File: src/rtl/stream_signature_capture_if.sv
// Bus bundle for stream_signature_capture: run control, sampled data stream
// and the signature/verdict outputs. tog_cov only exists when the optional
// toggle-coverage feature (SIG_TOGGLE_COV_EN) is compiled in.
interface stream_signature_capture_if #(
  parameter int WIDTH = 32
);
  logic             start;
  logic             abort;
  logic [WIDTH-1:0] data_in;
  logic [WIDTH-1:0] sig_out;
  logic [15:0]      sample_cnt;
  logic             busy;
  logic             done;
  logic             pass;
`ifdef SIG_TOGGLE_COV_EN
  logic [WIDTH-1:0] tog_cov;

  modport master (
    output start, abort, data_in,
    input  sig_out, sample_cnt, busy, done, pass, tog_cov
  );

  modport slave (
    input  start, abort, data_in,
    output sig_out, sample_cnt, busy, done, pass, tog_cov
  );
`else
  modport master (
    output start, abort, data_in,
    input  sig_out, sample_cnt, busy, done, pass
  );

  modport slave (
    input  start, abort, data_in,
    output sig_out, sample_cnt, busy, done, pass
  );
`endif
endinterface

File: src/rtl/stream_signature_capture.sv
// stream_signature_capture: after start, ignores WARMUP cycles of pipeline
// fill, then folds CAPTURE_LEN consecutive data_in samples into a MISR
// signature and compares it against GOLDEN for a single pass/fail verdict.
// Optional feature macro: SIG_TOGGLE_COV_EN adds sticky per-bit toggle
// coverage of the captured samples on tog_cov.
module stream_signature_capture #(
  parameter int               WIDTH       = 32,
  parameter int               WARMUP      = 16,
  parameter int               CAPTURE_LEN = 256,
  parameter logic [WIDTH-1:0] POLY        = WIDTH'(32'h04C11DB7),
  parameter logic [WIDTH-1:0] SEED        = WIDTH'(32'h00000000),
  parameter logic [WIDTH-1:0] GOLDEN      = WIDTH'(32'h00000000)
) (
  input  logic                      clk,
  input  logic                      rst,
  stream_signature_capture_if.slave bus
);

  typedef enum logic [1:0] {
    S_IDLE,
    S_WARMUP,
    S_CAPTURE,
    S_DONE
  } state_t;

  state_t           state_q, state_d;
  logic [WIDTH-1:0] sig_q, sig_d, fold;
  logic [15:0]      cnt_q, cnt_d;
  logic [31:0]      warm_q, warm_d;
  logic             busy_q, busy_d;
  logic             done_q, done_d;
  logic             pass_q, pass_d;
  logic             warm_last;
  logic             cap_last;
  logic             start_ok;

  // Last warm-up cycle, last capture sample, and a start that will be honoured.
  assign warm_last = (warm_q == 32'(WARMUP - 1));
  assign cap_last  = (cnt_q == 16'(CAPTURE_LEN - 1));
  assign start_ok  = bus.start && !bus.abort &&
                     (state_q == S_IDLE || state_q == S_DONE);

  // One MISR step: shift left, apply feedback on the carried-out bit, mix in data.
  assign fold = {sig_q[WIDTH-2:0], 1'b0} ^ (sig_q[WIDTH-1] ? POLY : '0) ^ bus.data_in;

  // State register.
  always_ff @(posedge clk) begin
    if (!rst) begin
      state_q <= S_IDLE;
    end else begin
      state_q <= state_d;
    end
  end

  // Next-state logic; abort beats everything else, start only counts when idle/done.
  always_comb begin
    state_d = state_q;
    if (bus.abort) begin
      state_d = S_IDLE;
    end else begin
      case (state_q)
        S_IDLE, S_DONE: begin
          if (bus.start) begin
            state_d = (WARMUP > 0) ? S_WARMUP : S_CAPTURE;
          end
        end
        S_WARMUP: begin
          if (warm_last) begin
            state_d = S_CAPTURE;
          end
        end
        S_CAPTURE: begin
          if (cap_last) begin
            state_d = S_DONE;
          end
        end
        default: state_d = S_IDLE;
      endcase
    end
  end

  // Output/datapath next values; abort freezes signature and count for debug.
  always_comb begin
    sig_d  = sig_q;
    cnt_d  = cnt_q;
    warm_d = warm_q;
    pass_d = pass_q;
    busy_d = (state_d == S_WARMUP) || (state_d == S_CAPTURE);
    done_d = (state_d == S_DONE);
    if (bus.abort) begin
      pass_d = 1'b0;
    end else if (start_ok) begin
      sig_d  = SEED;
      cnt_d  = 16'd0;
      warm_d = 32'd0;
      pass_d = 1'b0;
    end else if (state_q == S_WARMUP) begin
      warm_d = warm_q + 32'd1;
    end else if (state_q == S_CAPTURE) begin
      sig_d = fold;
      cnt_d = (cnt_q == 16'hFFFF) ? cnt_q : cnt_q + 16'd1;
      if (cap_last) begin
        pass_d = (fold == GOLDEN);
      end
    end
  end

  // Registered outputs and counters.
  always_ff @(posedge clk) begin
    if (!rst) begin
      sig_q  <= SEED;
      cnt_q  <= 16'd0;
      warm_q <= 32'd0;
      busy_q <= 1'b0;
      done_q <= 1'b0;
      pass_q <= 1'b0;
    end else begin
      sig_q  <= sig_d;
      cnt_q  <= cnt_d;
      warm_q <= warm_d;
      busy_q <= busy_d;
      done_q <= done_d;
      pass_q <= pass_d;
    end
  end

  assign bus.sig_out    = sig_q;
  assign bus.sample_cnt = cnt_q;
  assign bus.busy       = busy_q;
  assign bus.done       = done_q;
  assign bus.pass       = pass_q;

`ifdef SIG_TOGGLE_COV_EN
  logic [WIDTH-1:0] tog_q, tog_d;
  logic [WIDTH-1:0] prev_q, prev_d;

  // Sticky toggle accumulation; the first sample of a run only primes prev.
  always_comb begin
    tog_d  = tog_q;
    prev_d = prev_q;
    if (start_ok) begin
      tog_d = '0;
    end else if (!bus.abort && state_q == S_CAPTURE) begin
      if (cnt_q != 16'd0) begin
        tog_d = tog_q | (bus.data_in ^ prev_q);
      end
      prev_d = bus.data_in;
    end
  end

  // Toggle coverage registers.
  always_ff @(posedge clk) begin
    if (!rst) begin
      tog_q  <= '0;
      prev_q <= '0;
    end else begin
      tog_q  <= tog_d;
      prev_q <= prev_d;
    end
  end

  assign bus.tog_cov = tog_q;
`endif

endmodule

File: src/flat_wrapper.sv
// flat-port wrapper written by rule: the top's interface ports become plain ports
module stream_signature_capture_flat 
#(
  parameter int               WIDTH       = 32,
  parameter int               WARMUP      = 16,
  parameter int               CAPTURE_LEN = 256,
  parameter logic [WIDTH-1:0] POLY        = WIDTH'(32'h04C11DB7),
  parameter logic [WIDTH-1:0] SEED        = WIDTH'(32'h00000000),
  parameter logic [WIDTH-1:0] GOLDEN      = WIDTH'(32'h00000000)
)
  (clk, rst, bus_start, bus_abort, bus_data_in, bus_sig_out, bus_sample_cnt, bus_busy, bus_done, bus_pass);
  stream_signature_capture_if #(.WIDTH(WIDTH)) bus_i ();
  input  logic clk;
  input  logic rst;
  input wire logic [$bits(bus_i.start)-1:0] bus_start;
  input wire logic [$bits(bus_i.abort)-1:0] bus_abort;
  input wire logic [$bits(bus_i.data_in)-1:0] bus_data_in;
  output wire logic [$bits(bus_i.sig_out)-1:0] bus_sig_out;
  output wire logic [$bits(bus_i.sample_cnt)-1:0] bus_sample_cnt;
  output wire logic [$bits(bus_i.busy)-1:0] bus_busy;
  output wire logic [$bits(bus_i.done)-1:0] bus_done;
  output wire logic [$bits(bus_i.pass)-1:0] bus_pass;
  assign bus_i.start = bus_start;
  assign bus_i.abort = bus_abort;
  assign bus_i.data_in = bus_data_in;
  assign bus_sig_out = bus_i.sig_out;
  assign bus_sample_cnt = bus_i.sample_cnt;
  assign bus_busy = bus_i.busy;
  assign bus_done = bus_i.done;
  assign bus_pass = bus_i.pass;
  stream_signature_capture #(.WIDTH(WIDTH), .WARMUP(WARMUP), .CAPTURE_LEN(CAPTURE_LEN), .POLY(POLY), .SEED(SEED), .GOLDEN(GOLDEN)) u_core (.clk(clk), .rst(rst), .bus(bus_i));
endmodule
File: config.mk
export PLATFORM = sky130hd
export DESIGN_NAME = stream_signature_capture_flat
export DESIGN_NICKNAME = d
export VERILOG_FILES = /design/src/rtl/stream_signature_capture_if.sv /design/src/rtl/stream_signature_capture.sv /design/src/flat_wrapper.sv
export SDC_FILE = /design/constraint.sdc
export NUM_CORES = 1
export LEC_CHECK = 0
export CORE_MARGIN = 4
export CORE_UTILIZATION = 27
export CTS_CLUSTER_SIZE = 14
export DETAILED_ROUTE_END_ITERATION = 6
export GPL_TIMING_DRIVEN = 1
export HOLD_SLACK_MARGIN = 0.12
export PLACE_DENSITY_LB_ADDON = 0.3
export SLEW_MARGIN = 40
export SYNTH_ARGS = -nofsm -noshare
export SYNTH_HDL_FRONTEND = slang
export SYNTH_SLANG_ARGS = --single-unit
File: constraint.sdc
create_clock -name clk -period 2 [get_ports clk]
set_input_delay 0.4 -clock clk [delete_from_list [all_inputs] [get_ports clk]]
set_output_delay 0.4 -clock clk [all_outputs]
set_load 0.005 [all_outputs]
==> results of run 1 <==
## path summary, 6_finish.rpt
kind	startpoint	end	slack (ns)	cells after the start
max reg2reg	u_core.bus.sample_cnt[0]$_SDFFE_PN0P_	u_core.bus.busy$_SDFF_PN0_	-0.01	7
min	u_core.bus.pass$_SDFFE_PP0P_	u_core.bus.pass$_SDFFE_PP0P_	0.50	2
max	u_core.bus.sample_cnt[0]$_SDFFE_PN0P_	u_core.bus.busy$_SDFF_PN0_	-0.01	7
min reg2reg	u_core.bus.pass$_SDFFE_PP0P_	u_core.bus.pass$_SDFFE_PP0P_	0.50	2
## state kept, by name, summed over array words and instances (netlist names)
name                   count
u_core.bus.sig_out        32
u_core.warm_q             32
u_core.bus.sample_cnt     16
u_core.state_q             2
u_core.bus.busy            1
u_core.bus.done            1
u_core.bus.pass            1
## area by class of cell
class / instances / area (sq um) / area share, %
clock inverter: 7 / 80.1 / 1.24
clock buffer: 9 / 225 / 3.49
multi-input combinational: 369 / 2660 / 41.2
inverter: 5 / 18.8 / 0.291
tap: 211 / 264 / 4.09
timing repair buffer: 166 / 1500 / 23.2
sequential: 85 / 1710 / 26.5
## per-layer routing
metal	up-vias	track usage, %	routed length [microns]
met4	2	3.71	142
met2	93	22.1	5700
li1	2037	-	-
met1	1938	17.9	5750
met3	12	4.57	631
met5	-	0	8
## critical path: cells and delay by family, from the launching register on
| family | cells | cell delay, ns |
|---|---|---|
| flip-flops | 1 | 0.35 |
| AND/OR/NAND/NOR | 4 | 0.83 |
| adder cells (fa/ha/maj) | 2 | 0.40 |
| AO/OA/AOI/OAI | 1 | 0.30 |
## timing repair
action                     in CTS  in global routing
setup endpoints to repair      24                 25
hold buffers                    0                  0
resized for setup              24                 26
setup buffers                   3                  8
pin swaps                       7                 12
## cells in the final DEF, fill, tap and decap left out, types with 10 or more instances in the layout
| master | Yosys | final |
|---|---|---|
| sky130_fd_sc_hd__a22oi_1 | 30 | 30 |
| sky130_fd_sc_hd__buf_4 | 1 | 73 |
| sky130_fd_sc_hd__clkdlybuf4s50_1 | 0 | 82 |
| sky130_fd_sc_hd__dfxtp_1 | 85 | 78 |
| sky130_fd_sc_hd__nand2_1 | 19 | 18 |
| sky130_fd_sc_hd__nand3_1 | 20 | 18 |
| sky130_fd_sc_hd__nand4_1 | 15 | 15 |
| sky130_fd_sc_hd__nor2_1 | 48 | 48 |
| sky130_fd_sc_hd__nor2b_1 | 33 | 33 |
| sky130_fd_sc_hd__nor4_1 | 17 | 14 |
| sky130_fd_sc_hd__o21ai_0 | 13 | 10 |
| sky130_fd_sc_hd__xnor2_1 | 20 | 20 |
| sky130_fd_sc_hd__xor2_1 | 59 | 58 |
## power by group
group          leakage (nW)  switching [W]  internal (W)  total [W]
Sequential            0.688     0.00000341       0.00170    0.00170
Clock                 0.143       0.000749      0.000986    0.00173
Combinational          1.52       0.000159      0.000180   0.000340
Total                  2.35       0.000911       0.00286    0.00377
## kinds of logic (layout without fill, tap and decap cells)
logic type / count (synthesis) / after routing
flops: 85 / 85
simple gates: 209 / 209
xor+xnor: 79 / 79
fa+ha+maj: 5 / 5
buf+inv: 29 / 187
compound gates: 76 / 76
## stage by stage
step	setup TNS (ns)	power [W]	std cells
finish	-0.0104	0.00377	852
global route	-0.258	0.00394	852
CTS	0	0.00383	844
detailed placement	-16.64	0.00206	825
global placement	-16.23	0.00205	825
floorplan	0	0.00187	483
==> out/metrics.csv, run 1 <==
metric;value;unit
summed instance area of the synthesized netlist;4270;sq um
post-route design area;6450;sq um
worst path setup slack after routing;-0.0104;ns
leakage;2.35;nW
Detailed Route WL;12200;microns
fill cell count;1540;
largest cells by area after synthesis;sky130_fd_sc_hd__dfxtp_1 (40%), sky130_fd_sc_hd__xor2_1 (12%), sky130_fd_sc_hd__a22oi_1 (5.3%), sky130_fd_sc_hd__nor2b_1 (4.8%), sky130_fd_sc_hd__nor2_1 (4.2%);
Post-Synth Adder-Cell Area;1.47;%
share of flip-flops with an asynchronous set or reset after synthesis;0;%
largest fanout on the critical path;2;
slew margin rel.;72.7;%
count of state elements after synthesis;85;
Gate Count Post-Synth;483;
initial standard-cell utilization of the core;27.9;%
max-cap check violation count;0;
Yosys top cell area share;39.9;%
ratio of cells with drive above 1 in the final layout;21.2;%
parity-gate share of the synthesized area counting xor and xnor cells;16.2;%
post-synthesis sequential area ratio;39.9;%
count of different cell masters after synthesis;48;
average wire per cell in the routed design;14.4;microns
DRC errors left;0;
depth of the CTS H-tree;3;
count of routing violations after the opening detailed-route iteration;121;
Setup Viol. Count Final;1;
maximum number of pins on one net before global-route repair;43;
final weighted congestion in routability-driven placement;0.796;
cell-by-cell trace of the critical path;ha_4 > and3_4 > nand3_4 > or3_4 > a221oi_4 > ha_1 > and2_4;
unrepaired setup endpoints after global routing;true;
final net count;677;
startpoint class of the critical path;register;
initial antenna violation count;1;
top post-synthesis cells by count;sky130_fd_sc_hd__dfxtp_1 (85), sky130_fd_sc_hd__xor2_1 (59), sky130_fd_sc_hd__nor2_1 (48);
# clock sinks;85;
status;complete, but fails checks;
Die Height;134;microns
dominant cell type by area after synthesis;sky130_fd_sc_hd__dfxtp_1;
total power divided by cell area;585;nW/um^2
share of the synthesized area in compound gates (AO/OA/AOI/OAI);12.1;%
signed area change from the synthesized netlist to the final layout;51.3;%
Post-Synthesis Mean Instance Area;8.83;sq um
Core Area;15300;sq um
crit end category;register;
number of top-level pins;87;
standard cell with the maximum stage delay on the critical path;sky130_fd_sc_hd__or3_4;
syn nets;524;
antenna diode count;0;
total global-route track usage;13.8;%
final hold slack;0.502;ns
CTS tree;yes;
iteration count of the initial detailed-routing pass;4;
worst-case vdd ir drop;398;uV
Die Footprint;17900;sq um
total of warnings raised by yosys;0;
detailed placer's ending HPWL;8840;microns
total congestion overflow;0;
dominant combinational cell family by area after synthesis;simple AND/OR/NAND/NOR gates;
worst-margin pin slew;0.409;ns
total CTS buffers;9;
final critical-path share of the clock period;101;%
data arrival at the endpoint of the critical path;2.25;ns
final worst clock skew;0.00916;ns
row count;45;
worst setup timing slack at the placement stage;-0.422;ns
latest clock arrival within the worst-skew pair;0.35;ns
shortest clock period the worst path allows after layout;2.01;ns
buffer type at the clock tree root;sky130_fd_sc_hd__clkbuf_16;
delay of the slowest cell on the worst path;0.39;ns
die width;134;microns
share of synthesized cell area in and, or, nand and nor gates;27.6;%
post-layout utilization of the core;42.1;%
achievable clock frequency;0.497;GHz
via count of the first global-routing pass;4126;
Hold Crit Class;register to register;
number of pins exceeding their max-slew limit in the final report;0;
first-pass GRT wire length;20300;microns
number of endpoints with negative hold slack in the final report;0;
number of enable-type register cells in the synthesized netlist;0;
CTS clk-pin slew, worst paths;0.07;ns
Post-synth top flop;sky130_fd_sc_hd__dfxtp_1;
portion of netlist area occupied by mux cells;0;%
clk buf depth;2;
post-placement cell area;5870;sq um
most common cell in the synthesized netlist;sky130_fd_sc_hd__dfxtp_1;
violations in the final reports;negative setup slack;
vias per std cell;4.79;
DR vias;4082;
quantity of I/O buffers inserted on ports;86;
kind of critical path;register to register;
data required time of the worst path;2.23;ns
ANT nets after route;0;
Power figures use the tool's default switching activity.
==> run 2, diff against run 1 <==
CORE_UTILIZATION = 47   (was 27)
==> out/metrics.csv, run 2 (synthesis results as in run 1) <==
metric;value;unit;change
quantity of hold-fixing buffers added after cts;0;;unchanged
detailed placer's ending HPWL;8370;microns;-5.4%
final net count;659;;-2.7%
maximum number of pins on one net before global-route repair;43;;unchanged
Internal Dissipation;0.00249;W;-13%
depth of the CTS H-tree;3;;unchanged
slew margin rel.;70.9;%;-1.8 points
startpoint class of the critical path;primary input;;
shortest clock period the worst path allows after layout;2.00;ns;-0.00612 ns
row count;34;;-24%
leakage;2.22;nW;-5.3%
achievable clock frequency;0.499;GHz;+0.31%
violations in the final reports;negative setup slack;;
Hold Crit Class;register to register;;
average wire per cell in the routed design;16.0;microns;+12%
Die Footprint;10700;sq um;-40%
fill cell count;644;;-58%
total global-route track usage;22.5;%;+8.6 points
switching part of the total;24.5;%;+0.32 points
worst path setup slack after routing;-0.00429;ns;+0.00612 ns
unrepaired setup endpoints after global routing;true;;
total congestion overflow;0;;unchanged
net load switching power;0.000808;W;-11%
number of endpoints with negative hold slack in the final report;0;;unchanged
iteration count of the initial detailed-routing pass;5;;+1
startpoint of the tightest hold check path;u_core.warm_q[0]$_SDFFE_PN0P_;;
commonest non-fill, non-tap cell in the layout;sky130_fd_sc_hd__clkdlybuf4s50_1;;
final critical-path share of the clock period;100;%;-0.31 points
total CTS buffers;9;;unchanged
cell depth of the worst min-delay path;2;;unchanged
leading cell types in the layout, fill and taps excluded;sky130_fd_sc_hd__clkdlybuf4s50_1 (81), sky130_fd_sc_hd__dfxtp_1 (77), sky130_fd_sc_hd__xor2_1 (59);;
final worst clock skew;0.0131;ns;+0.00390 ns
setup slack on the worst flop-to-flop path;-0.004;ns;about the same
vias per std cell;5.67;;+18%
critical register-to-register path endpoint;u_core.bus.pass$_SDFFE_PP0P_;;
count of routing violations after the opening detailed-route iteration;177;;+46%
data required time of the worst path;2.29;ns;+0.06 ns
largest fanout on the critical path;2;;unchanged
data arrival at the endpoint of the critical path;2.30;ns;+0.05 ns
die width;103;microns;-23%
relative contribution of the clock network to total power;38.5;%;-7.5 points
CTS clk-pin slew, worst paths;0.09;ns;+0.02 ns
worst-case vdd ir drop;293;uV;-26%
startpoint of the lowest-slack register-to-register path;u_core.bus.sig_out[19]$_SDFFE_PN0P_;;
CTS tree;yes;;
hold-critical path endpoint;u_core.warm_q[0]$_SDFFE_PN0P_;;
clk buf depth;2;;unchanged
cells on worst reg2reg path;5;;-2
initial antenna violation count;1;;unchanged
latest clock arrival within the worst-skew pair;0.36;ns;about the same
number of pins exceeding their max-slew limit in the final report;0;;unchanged
first-pass GRT wire length;19200;microns;-5.4%
via count of the first global-routing pass;4149;;+0.56%
initial standard-cell utilization of the core;48.7;%;+21 points
Die Height;103;microns;-23%
kind of critical path;primary input to register;;
power share of the combinational group;10.1;%;+1.1 points
DR vias;4151;;+1.7%
DRC errors left;0;;unchanged
# clock sinks;85;;unchanged
sequential group share of total power;51.5;%;+6.5 points
signed area change from the synthesized netlist to the final layout;42.5;%;
Sum Neg Setup Slack;-0.00429;ns;+0.00612 ns
worst-margin pin slew;0.433;ns;+0.0235 ns
Setup Viol. Count Final;1;;unchanged
Detailed Route WL;11700;microns;-4.1%
max-cap check violation count;0;;unchanged
status;complete, but fails checks;;
ratio of cells with drive above 1 in the final layout;18.5;%;-2.8 points
final weighted congestion in routability-driven placement;0.868;;+9.0%
ANT nets after route;0;;unchanged
post-layout utilization of the core;69.4;%;+27 points
total power divided by cell area;543;nW/um^2;-7.1%
quantity of I/O buffers inserted on ports;86;;unchanged
crit end category;register;;
number of top-level pins;87;;unchanged
buffer type at the clock tree root;sky130_fd_sc_hd__clkbuf_8;;
Core Area;8760;sq um;-43%
-- run 2: cell types whose count changed in the layout (fill, tap and decap cells not counted), moves of 2 or more --
cell                        previous run  this run
sky130_fd_sc_hd__buf_12                2         5
sky130_fd_sc_hd__buf_4                73        55
sky130_fd_sc_hd__buf_6                 5         2
sky130_fd_sc_hd__clkbuf_16             9         0
sky130_fd_sc_hd__clkbuf_8              0        10
sky130_fd_sc_hd__inv_6                 4         2
sky130_fd_sc_hd__nor3_2                0         2
sky130_fd_sc_hd__o21ai_0              10        12
-- run 2: per-layer routing --
layer / global-route usage [%] / up-vias / share of wire [%]
met3: 5.16 / 31 / 5.6
met4: 9.46 / 0 / 2.6
li1: - / 2005 / -
met2: 38.0 / 136 / 50
met1: 27.5 / 1979 / 42
met5: 0 / - / 0
-- run 2: final cells by class --
type	instances	area, sq um	share of cell area [%]
Sequential cell	85	1710	28.2
Antenna cell	1	2.50	0.0412
Tap cell	108	135	2.22
Timing Repair Buffer	148	1390	22.9
Clock buffer	10	138	2.26
Inverter	5	18.8	0.309
Clock inverter	6	70.1	1.15
Multi-Input combinational cell	369	2610	42.9
-- run 2: worst max-delay path by stage --
stage	endpoint	from	depth (start not counted)	slack [ns]
2_1_floorplan	u_core.bus.pass$_SDFFE_PP0P_	u_core.state_q[0]$_SDFF_PN0_	8	0.006
3_3_place_gp	u_core.bus.pass$_SDFFE_PP0P_	bus_data_in[18]	6	-0.40
3_5_place_dp	u_core.bus.pass$_SDFFE_PP0P_	bus_data_in[18]	6	-0.46
4_1_cts	u_core.bus.busy$_SDFF_PN0_	u_core.bus.sample_cnt[0]$_SDFFE_PN0P_	7	0.0004
5_1_grt	u_core.warm_q[31]$_SDFFE_PN0P_	u_core.state_q[0]$_SDFF_PN0_	8	-0.09
6_report	u_core.bus.pass$_SDFFE_PP0P_	bus_data_in[7]	6	-0.004
-- run 2: metrics by stage --
| step | std cells | instance area [sq um] | total power (W) | hold WS, ns | setup slack [ns] |
|---|---|---|---|---|---|
| final | 732 | 6080 | 0.00330 | 0.520 | -0.00429 |
| after global routing | 732 | 6080 | 0.00342 | 0.544 | -0.0878 |
| after CTS | 727 | 5970 | 0.00331 | 0.519 | 0.000434 |
| after detailed placement | 709 | 5680 | 0.00205 | 0.491 | -0.463 |
| after global placement | 709 | 5680 | 0.00205 | 0.479 | -0.403 |
| after floorplan | 483 | 4300 | 0.00187 | 0.456 | 0.00626 |
-- run 2: repair_timing --
item	CTS	global route
pin swaps	10	10
setup endpoints to repair	27	23
endpoints found under the hold margin	0	0
gates resized for setup	19	24
gates cloned	0	0
buffers inserted	2	4
-- run 2: power groups by stage --
stage                     clock (W)  combinational (W)  sequential [W]
after global placement            0           0.000311         0.00174
after global routing        0.00136           0.000357         0.00170
final                       0.00127           0.000332         0.00170
after CTS                   0.00129           0.000323         0.00170
after floorplan                   0           0.000132         0.00174
after detailed placement          0           0.000316         0.00174
-- run 2: critical path: stages --
cell                              delay, ns
sky130_fd_sc_hd__clkdlybuf4s50_1       0.48
sky130_fd_sc_hd__xnor2_1               0.14
sky130_fd_sc_hd__xnor2_1               0.12
sky130_fd_sc_hd__or4_1                 0.52
sky130_fd_sc_hd__or4_1                 0.51
sky130_fd_sc_hd__o21ai_2               0.13
